## src/rtl/pinca_ctrl_pkg.sv

```systemverilog
// pinca_ctrl_pkg: branch/jump control-word encodings and fetch FSM states
package pinca_ctrl_pkg;
  localparam logic [1:0] SEL_JMP = 2'b01;
  localparam logic [1:0] SEL_BR = 2'b10;
  localparam logic [1:0] PCT_REG = 2'b01;
  localparam logic [1:0] PCT_IDX = 2'b10;
  localparam logic [1:0] PCT_RSV = 2'b11;
  localparam logic [2:0] CMP_EQ = 3'b000;
  localparam logic [2:0] CMP_NE = 3'b101;
  localparam logic [2:0] CMP_LEZ = 3'b010;
  localparam logic [2:0] CMP_GTZ = 3'b011;
  typedef enum logic [1:0] {IDLE, REQ, HOLD, DROP} state_t;
endpackage

```

## src/rtl/branch_cmp.sv

```systemverilog
// branch_cmp: evaluates the branch condition and flags unsupported compare codes
module branch_cmp
  import pinca_ctrl_pkg::*;
(
  input  logic [31:0] rs_val,
  input  logic [31:0] rt_val,
  input  logic [2:0]  compop,
  input  logic        unsig,
  output logic        cmp_true,
  output logic        cmp_err
);
  logic lez;
  always_comb begin
    lez = unsig ? rs_val == '0 : rs_val[31] | rs_val == '0;
    cmp_true = compop == CMP_EQ  ? rs_val == rt_val :
               compop == CMP_NE  ? rs_val != rt_val :
               compop == CMP_LEZ ? lez :
               compop == CMP_GTZ ? !lez : 1'b0;
    cmp_err = !(compop inside {CMP_EQ, CMP_NE, CMP_LEZ, CMP_GTZ});
  end
endmodule

```

## src/rtl/fetch_pc_unit.sv

```systemverilog
// fetch_pc_unit: PC sequencing, imem req/ack fetch, decode hand-off and branch/jump redirect
module fetch_pc_unit
  import pinca_ctrl_pkg::*;
#(
  parameter logic [31:0] RESET_PC = 32'h0000_0000,
  parameter logic [3:0]  MAX_WAIT = 4'd15
)(
  input  logic        clock,
  input  logic        reset,
  output logic        imem_req,
  output logic [31:0] imem_addr,
  input  logic        imem_ack,
  input  logic [31:0] imem_rdata,
  output logic [31:0] instr,
  output logic [31:0] instr_pc,
  output logic        instr_valid,
  input  logic        id_ready,
  input  logic        br_valid,
  input  logic [1:0]  selbrjumpz,
  input  logic [1:0]  selpctype,
  input  logic [2:0]  compop,
  input  logic        unsig,
  input  logic [31:0] br_pc,
  input  logic [31:0] rs_val,
  input  logic [31:0] rt_val,
  input  logic [15:0] imm16,
  input  logic [25:0] index26,
  output logic        br_taken,
  output logic        misalign,
  output logic        bus_err,
  output logic        cmp_err
);
  state_t state, nxt_state;
  logic [31:0] pc, nxt_pc, pend, nxt_pend, nxt_instr, nxt_instr_pc, target, br_pc4;
  logic [3:0] wait_cnt, nxt_wait;
  logic cmp_true, bad_cmp, err, take, misal, timeout;
  branch_cmp u_cmp (
    .rs_val(rs_val),
    .rt_val(rt_val),
    .compop(compop),
    .unsig(unsig),
    .cmp_true(cmp_true),
    .cmp_err(bad_cmp)
  );
  assign imem_req = state == REQ || state == DROP;
  assign imem_addr = pc;
  assign instr_valid = state == HOLD;
  always_comb begin
    br_pc4 = br_pc + 32'd4;
    target = selpctype == PCT_REG ? {rs_val[31:2], 2'b00} :
             selpctype == PCT_IDX ? {br_pc4[31:28], index26, 2'b00} :
             br_pc4 + {{14{imm16[15]}}, imm16, 2'b00};
    err = br_valid && (selbrjumpz == SEL_JMP || selbrjumpz == SEL_BR) &&
          (selpctype == PCT_RSV || (selbrjumpz == SEL_BR && bad_cmp));
    take = br_valid && !err && (selbrjumpz == SEL_JMP || (selbrjumpz == SEL_BR && cmp_true));
    misal = take && selpctype == PCT_REG && rs_val[1:0] != 2'b00;
    timeout = !imem_ack && wait_cnt == MAX_WAIT;
    nxt_state = state;
    nxt_pc = take ? target : pc;
    nxt_pend = pend;
    nxt_instr = instr;
    nxt_instr_pc = instr_pc;
    nxt_wait = 4'd0;
    case (state)
      IDLE: nxt_state = REQ;
      REQ: begin
        nxt_state = imem_ack ? (take ? REQ : HOLD) : (take ? DROP : REQ);
        nxt_pc = imem_ack && take ? target : imem_ack ? pc + 32'd4 : pc;
        nxt_pend = take ? target : pend;
        nxt_instr = imem_ack && !take ? imem_rdata : instr;
        nxt_instr_pc = imem_ack && !take ? pc : instr_pc;
        nxt_wait = imem_ack || timeout ? 4'd0 : wait_cnt + 4'd1;
      end
      HOLD: nxt_state = take || id_ready ? REQ : HOLD;
      DROP: begin
        // the abandoned fetch must still complete before the pending target is issued
        nxt_state = imem_ack ? REQ : DROP;
        nxt_pend = take ? target : pend;
        nxt_pc = imem_ack ? (take ? target : pend) : pc;
        nxt_wait = imem_ack || timeout ? 4'd0 : wait_cnt + 4'd1;
      end
    endcase
  end
  always_ff @(posedge clock or negedge reset)
    if (!reset) begin
      state <= IDLE;
      pc <= RESET_PC;
      pend <= RESET_PC;
      wait_cnt <= 4'd0;
      instr <= '0;
      instr_pc <= '0;
      br_taken <= 1'b0;
      misalign <= 1'b0;
      bus_err <= 1'b0;
      cmp_err <= 1'b0;
    end else begin
      state <= nxt_state;
      pc <= nxt_pc;
      pend <= nxt_pend;
      wait_cnt <= nxt_wait;
      instr <= nxt_instr;
      instr_pc <= nxt_instr_pc;
      br_taken <= take;
      misalign <= misal;
      bus_err <= imem_req && timeout;
      cmp_err <= err;
    end
endmodule

```

## config.mk

```make
export PLATFORM = sky130hd
export DESIGN_NAME = fetch_pc_unit
export DESIGN_NICKNAME = d
export VERILOG_FILES = /design/src/rtl/pinca_ctrl_pkg.sv /design/src/rtl/branch_cmp.sv /design/src/rtl/fetch_pc_unit.sv
export SDC_FILE = /design/constraint.sdc
export NUM_CORES = 1
export LEC_CHECK = 0
export BUFFER_PORTS_ARGS = -buffer_cell sky130_fd_sc_hd__clkbuf_2
export CAP_MARGIN = 0
export CORE_MARGIN = 5
export CORE_UTILIZATION = 40
export CTS_CLUSTER_DIAMETER = 120
export DETAILED_ROUTE_END_ITERATION = 8
export GPL_TIMING_DRIVEN = 1
export SLEW_MARGIN = 5
export SYNTH_ARGS = -nofsm -noshare
export SYNTH_HDL_FRONTEND = slang
export SYNTH_SLANG_ARGS = --single-unit
```

## constraint.sdc

```tcl
create_clock -name clock -period 6 [get_ports clock]
set_clock_uncertainty 0.1 [all_clocks]
set_input_delay 0.3 -clock clock [delete_from_list [all_inputs] [get_ports clock]]
set_output_delay 0.3 -clock clock [all_outputs]
set_load 0.02 [all_outputs]
```

Word level (Yosys, flattened, before mapping)
Cells that the tools add are included.
Cells by class
  $add $sub $neg: 4
  equal/unequal tests: 16
  multiplexer cells: 21
  bitwise gates (word level): 1
  reductions and logical operators: 32
Operator list (count)
  2-to-1 mux 32 bit: 7
  adder 32 x 3 -> 32 bit (second input constant): 2
  case mux 32 bit (2 select lines): 1
  adder 32 bit: 1
  equality test 32 bit: 1
  logical NOT 32 bit: 1
  inequality test 32 bit: 1
  logical AND 1 bit: 12
  equality test 2 bit (second input constant): 5
  2-to-1 mux 2 bit: 5
  2-to-1 mux 4 bit: 2
  case mux 2 bit (4 select lines): 1
  equality test 2 x 1 -> 1 bit (second input constant): 3
  equality test 3 x 2 -> 1 bit (second input constant): 2
  logical OR 1 bit: 6
  logical NOT 1 bit: 5
  2-to-1 mux 1 bit: 5
  adder 4 x 1 -> 4 bit (second input constant): 1
  equality test 4 bit (second input constant): 1
  nonzero test 4 bit: 1
  equality test 3 bit (second input constant): 1
  logical NOT 3 bit: 1
  inequality test 3 x 2 -> 1 bit (second input constant): 1
  AND reduction 3 bit: 1
  other kinds (7): 7
Word-level totals
  register bits: 138
  output and inout port bits: 102
  logic and storage cells: 84

Logic depth before layout (Yosys ltp)
  word-level depth: 14
  mapped depth: 19
  gate-level depth less buffers: 18

By module
A second synthesis with hierarchy kept.
Unflattened totals
  cells, all modules: 1043
  area total of the unflattened synthesis: 9517.9 µm²
By module, submodules not included
  fetch_pc_unit: times used 1, cells each 981, area each 9039.9 µm²
  branch_cmp: times used 1, cells each 62, area each 478.0 µm²

Worst setup path before layout
No wires, ideal clock.
  path kind: input -> register
  from: in br_pc[2]
  to: reg pc[31], in the netlist imem_addr[31]
  library setup time: 0.072 ns
  data arrival time: 3.760 ns
  data required time: 5.828 ns
  setup slack: 2.069 ns
  cell stages on the path: 16
  path through: ha_1 inv_1 nor2_1 nand2_1 xnor2_1 ha_1 nand2_1 nor4b_2 a21oi_2 o31ai_4 a41oi_4 o41ai_4 mux2_1 a2111oi_2 a31oi_1 nor2_1
Between the ends
  longest elaborated chain between the ends: 7
Ends and longest elaborated chain
  start: declaration: RTL line fetch_pc_unit.sv:23  | input logic [31:0] br_pc,
  adder 32 x 3 -> 32 bit (*): RTL line fetch_pc_unit.sv:49  | br_pc4 = br_pc + 32'd4;
  adder 32 bit: RTL line fetch_pc_unit.sv:52  | br_pc4 + {{14{imm16[15]}}, imm16, 2'b00};
  2-to-1 mux 32 bit (*): RTL line fetch_pc_unit.sv:51  | selpctype == PCT_IDX ? {br_pc4[31:28], index26, 2'b00} :
  2-to-1 mux 32 bit (*): RTL line fetch_pc_unit.sv:50  | target = selpctype == PCT_REG ? {rs_val[31:2], 2'b00} :
  2-to-1 mux 32 bit (2 in series): RTL line fetch_pc_unit.sv:79  | nxt_pc = imem_ack ? (take ? target : pend) : pc;
  case mux 32 bit (2 select lines) (*): RTL line fetch_pc_unit.sv:64  | case (state)
  end signal: assignment: RTL line fetch_pc_unit.sv:98  | pc <= nxt_pc;
  end: declaration: RTL line fetch_pc_unit.sv:34  | logic [31:0] pc, nxt_pc, pend, nxt_pend, nxt_instr, nxt_instr_pc, target, br_pc4;
Mark *: on every way between the ends. The rest lies on a longest branch, timed or not. The select of a mux whose other input is x is not followed.
A chain may end at the register's enable or synchronous reset.

Worst setup path in the final report
  from: in rs_val[6]
  to: reg pc[31], in the netlist imem_addr[31]
Between the ends
  longest elaborated chain between the ends: 14
Ends and longest elaborated chain
  start: declaration: RTL line fetch_pc_unit.sv:24  | input logic [31:0] rs_val,
  logical NOT 32 bit: RTL line branch_cmp.sv:14  | lez = unsig ? rs_val == '0 : rs_val[31] | rs_val == '0;
  bitwise OR 1 bit: RTL line branch_cmp.sv:14
  2-to-1 mux 1 bit: RTL line branch_cmp.sv:14
  logical NOT 1 bit: RTL line branch_cmp.sv:18  | compop == CMP_GTZ ? !lez : 1'b0;
  2-to-1 mux 1 bit: RTL line branch_cmp.sv:18
  2-to-1 mux 1 bit: RTL line branch_cmp.sv:17  | compop == CMP_LEZ ? lez :
  2-to-1 mux 1 bit: RTL line branch_cmp.sv:16  | compop == CMP_NE ? rs_val != rt_val :
  2-to-1 mux 1 bit (*): RTL line branch_cmp.sv:15  | cmp_true = compop == CMP_EQ ? rs_val == rt_val :
  logical AND 1 bit (*): RTL line fetch_pc_unit.sv:55  | take = br_valid && !err && (selbrjumpz == SEL_JMP || (selbrjumpz == SEL_BR && cmp_true));
  logical OR 1 bit (*): RTL line fetch_pc_unit.sv:55
  logical AND 1 bit (*): RTL line fetch_pc_unit.sv:55
  2-to-1 mux 32 bit / logical AND 1 bit (equally long branches): RTL line fetch_pc_unit.sv:79, fetch_pc_unit.sv:68
  2-to-1 mux 32 bit (tied with other cells): RTL line fetch_pc_unit.sv:79
  case mux 32 bit (2 select lines) / AND reduction 3 bit (equally long branches)
Marks and branches as above.

==> results.sh <==
export IMPL_status="complete, no violations"
export IMPL_wl_per_cell_um=19.7
export IMPL_maxSlewHeadroom_pct=27.2
export IMPL_crit_path_end_kind="flop"
export IMPL_ant_nets=0
export IMPL_overflow=0
export IMPL_multi_input_area_mm2=0.00609
export IMPL_hold_path_startpoint="imem_rdata[21]"
export IMPL_drt_initial_drc_count=858
export IMPL_syn_num_nets=1293
export IMPL_avgSynthCellArea_um2=9.17
export IMPL_postCtsSetupBuffers=0
export IMPL_grt_pass1_wl_um=52100
export IMPL_finalSetupTns_ns=0
export IMPL_dp_cells=1641
export IMPL_synthFlopType="dfrtp_1"
export IMPL_fp_dieH_um=167
export IMPL_numCtsBuffers=17
export IMPL_cts_clk_slew_worst_paths_ns=0.06
export IMPL_whs_ns=0.0118
export IMPL_via_per_inst=5.57
export IMPL_pwr_density_cell_mw_per_mm2=415
export IMPL_hold_path_class="in -> reg"
export IMPL_io_buffer_count=284
export IMPL_clkSinkCount=138
export IMPL_place_ws_ns=1.40
export IMPL_worst_r2r_setup_slack_ns=3.10
export IMPL_min_period_over_period_pct=71.5
export IMPL_startpoint="rs_val[6]"
export IMPL_worst_setup_path_type="in -> reg"
export IMPL_die_area_mm2=0.0278
export IMPL_final_hold_violation_count=0
export IMPL_netlist_instances=1070
export IMPL_drc=0
export IMPL_fillerInstances=2380
export IMPL_dr_wl_met2_um=15000
export IMPL_fin_cells=1680
export IMPL_antenna_found_initial=1
export IMPL_rsz0062_at_grt="no"
export IMPL_setup_violations=0
export IMPL_drive_gt1_share_pct=31.6
export IMPL_power_ir_vdd_worst_uv=201
export IMPL_num_vias=9354
export IMPL_grt_max_degree=84
export IMPL_fin_nets=1565
export IMPL_first_pass_iters=6
export IMPL_place_hpwl_um=26600
export IMPL_rows=57
export IMPL_drt_wl_total_um=33200
export IMPL_leakage_nw=5.65
export IMPL_top_layer_used="met4"
export IMPL_ys_warn_count=0
export IMPL_timing_fmax_mhz=233
export IMPL_start_util_pct=40.5
export IMPL_drt_met1_wl_um=15100
export IMPL_synth_area_mm2=0.00981
export IMPL_fp_dieW_um=167
export IMPL_slew_violations=0
export IMPL_place_gp_congestion=0.929
export IMPL_met3_length_um=2200
export IMPL_clkLatencyLatePin_ns=0.42
export IMPL_max_cap_violations=0
export IMPL_ys_async_sr_fraction_pct=100
export IMPL_cp_max_fo=46
export IMPL_ys_ff_latch=138
export IMPL_tightest_slew_ns=1.09
export IMPL_cp_data_required_time_ns=6.20
export IMPL_root_buffer="clkbuf_16"
export IMPL_syn_to_final_growth_pct=24.0
export IMPL_start_kind="input pin"
export IMPL_io_pins=285
export IMPL_core_area_mm2=0.0242
export IMPL_cts_buffer_depth=2
export IMPL_cts_tree="built"
export IMPL_grt_pass1_vias=9263
export IMPL_regArea_mm2=0.00345
export IMPL_synth_cell_types=71
export IMPL_htreeDepth=4
export IMPL_grtUsageTotal_pct=23.2
export IMPL_synth_edff_count=0
export IMPL_synth_seq_area_share_pct=35.2
export IMPL_fin_crit_ns=4.29
export IMPL_worstPathArrival_ns=4.49
export IMPL_fin_ws_ns=1.71
export IMPL_regToRegStartpoint="imem_addr[4]"
==> state kept, by name (all words and copies together) (netlist names) <==
name	count
br_taken	1
instr	32
cmp_err	1
state	2
pend	32
misalign	1
bus_err	1
imem_addr	32
wait_cnt	4
instr_pc	32
==> cells in the final DEF, fill, tap and decap left out, drive strengths merged, types with 10 or more instances in the layout <==
cell / count
nand3: 27
inv: 35
clkbuf: 300
nor2: 77
nand2: 116
nand4: 20
nor3: 11
a21oi: 56
dfrtp: 138
nor2b: 11
mux2: 86
xnor2: 51
a211oi: 15
ha: 39
o21ai: 72
o211ai: 13
xor2: 53
and4: 11
and2: 11
a222oi: 12
and3: 14
o22ai: 12
a22oi: 12
buf: 12
nor4: 17
a21o: 14
a31oi: 10
mux2i: 15
==> final timing paths <==
path / end / depth (start not counted)
setup reg to reg: imem_addr[31] / 10
min in group asynchronous: instr_pc[4] / 2
setup / recovery: imem_addr[31] / 15
max in group asynchronous: pend[21] / 3
hold reg to reg: pend[12] / 2
hold / removal: instr[21] / 2
==> synthesized netlist by cell type, types with 10 or more instances <==
cell        n  area [um^2]
a211oi_1   15          113
a21o_1     14          105
a21oi_1    55          275
a222oi_1   12          120
a22oi_1    12         90.1
a31oi_1    10         62.6
and2_1     10         62.6
and3_1     14         87.6
and4_1     11         96.3
clkbuf_1   38          143
dfrtp_1   138         3450
ha_1       39          488
inv_1      24         90.1
mux2_2     85          957
mux2i_1    15          150
nand2_1   116          435
nand3_1    27          135
nand4_1    20          125
nor2_1     77          289
nor2b_1    11         68.8
nor3_1     11         55.1
nor4_1     17          106
o211ai_1   13         97.6
o21ai_0    69          345
o22ai_1    12         75.1
xnor2_1    50          438
xor2_1     53          464
==> critical path: stages <==
cell and delay (ns):
clkbuf_2 0.15, xor2_1 0.17, nor4_1 0.62, nand4_1 0.26, or3_1 0.42, o311a_1 0.14, o21ai_2 0.54, ha_1 0.46
nand2_1 0.09, nand2_1 0.36, o22ai_2 0.14, buf_4 0.28, a211o_1 0.31, a31oi_1 0.14, nor2_1 0.06
==> cells by family (layout without fill, tap and decap cells) <==
logic type | count (synthesis) | after routing | share of synthesized area [%]
buf+inv | 73 | 358 | 2.88
fa+ha+maj | 40 | 40 | 5.18
xor+xnor | 104 | 104 | 9.36
other cells | 0 | 1 | 0
mux | 101 | 101 | 11.4
flops | 138 | 138 | 35.2
simple gates | 334 | 334 | 16.4
compound gates | 280 | 280 | 19.6
==> final cells by class <==
type	instances	area share [%]
well taps	324	3.33
clock buffers	17	3.50
clock inverters	15	1.06
multi-input cells	859	50.0
diodes	1	0.0206
flip-flops and latches	138	28.4
repair buffers	301	12.9
inverters	25	0.771
==> metal layers <==
| layer | vias up | track usage [%] |
|---|---|---|
| li1 | 4505 | - |
| met1 | 4426 | 32.8 |
| met2 | 381 | 36.2 |
| met3 | 42 | 3.86 |
| met4 | 0 | 7.76 |
| met5 | - | 0 |
==> repair_timing <==
action	CTS	global route
endpoints found under the hold margin	86	1
hold buffers	5	1
resized for setup	0	0
==> report_power, final <==
group          leakage, nW  total (W)  switching [W]  internal, W
Combinational         3.70    0.00234        0.00139     0.000958
Clock                0.266   0.000984       0.000440     0.000544
Sequential            1.69    0.00172       0.000366      0.00136
==> through the flow <==
step	area (um^2)	util (%)	power [W]
after floorplan	9810	-	0.00323
after CTS	12200	50.1	0.00508
after global routing	12200	50.2	0.00539
after detailed placement	11600	47.6	0.00408
after global placement	11600	47.6	0.00405
final	12200	50.2	0.00505
(Power assumes the default switching activity.)
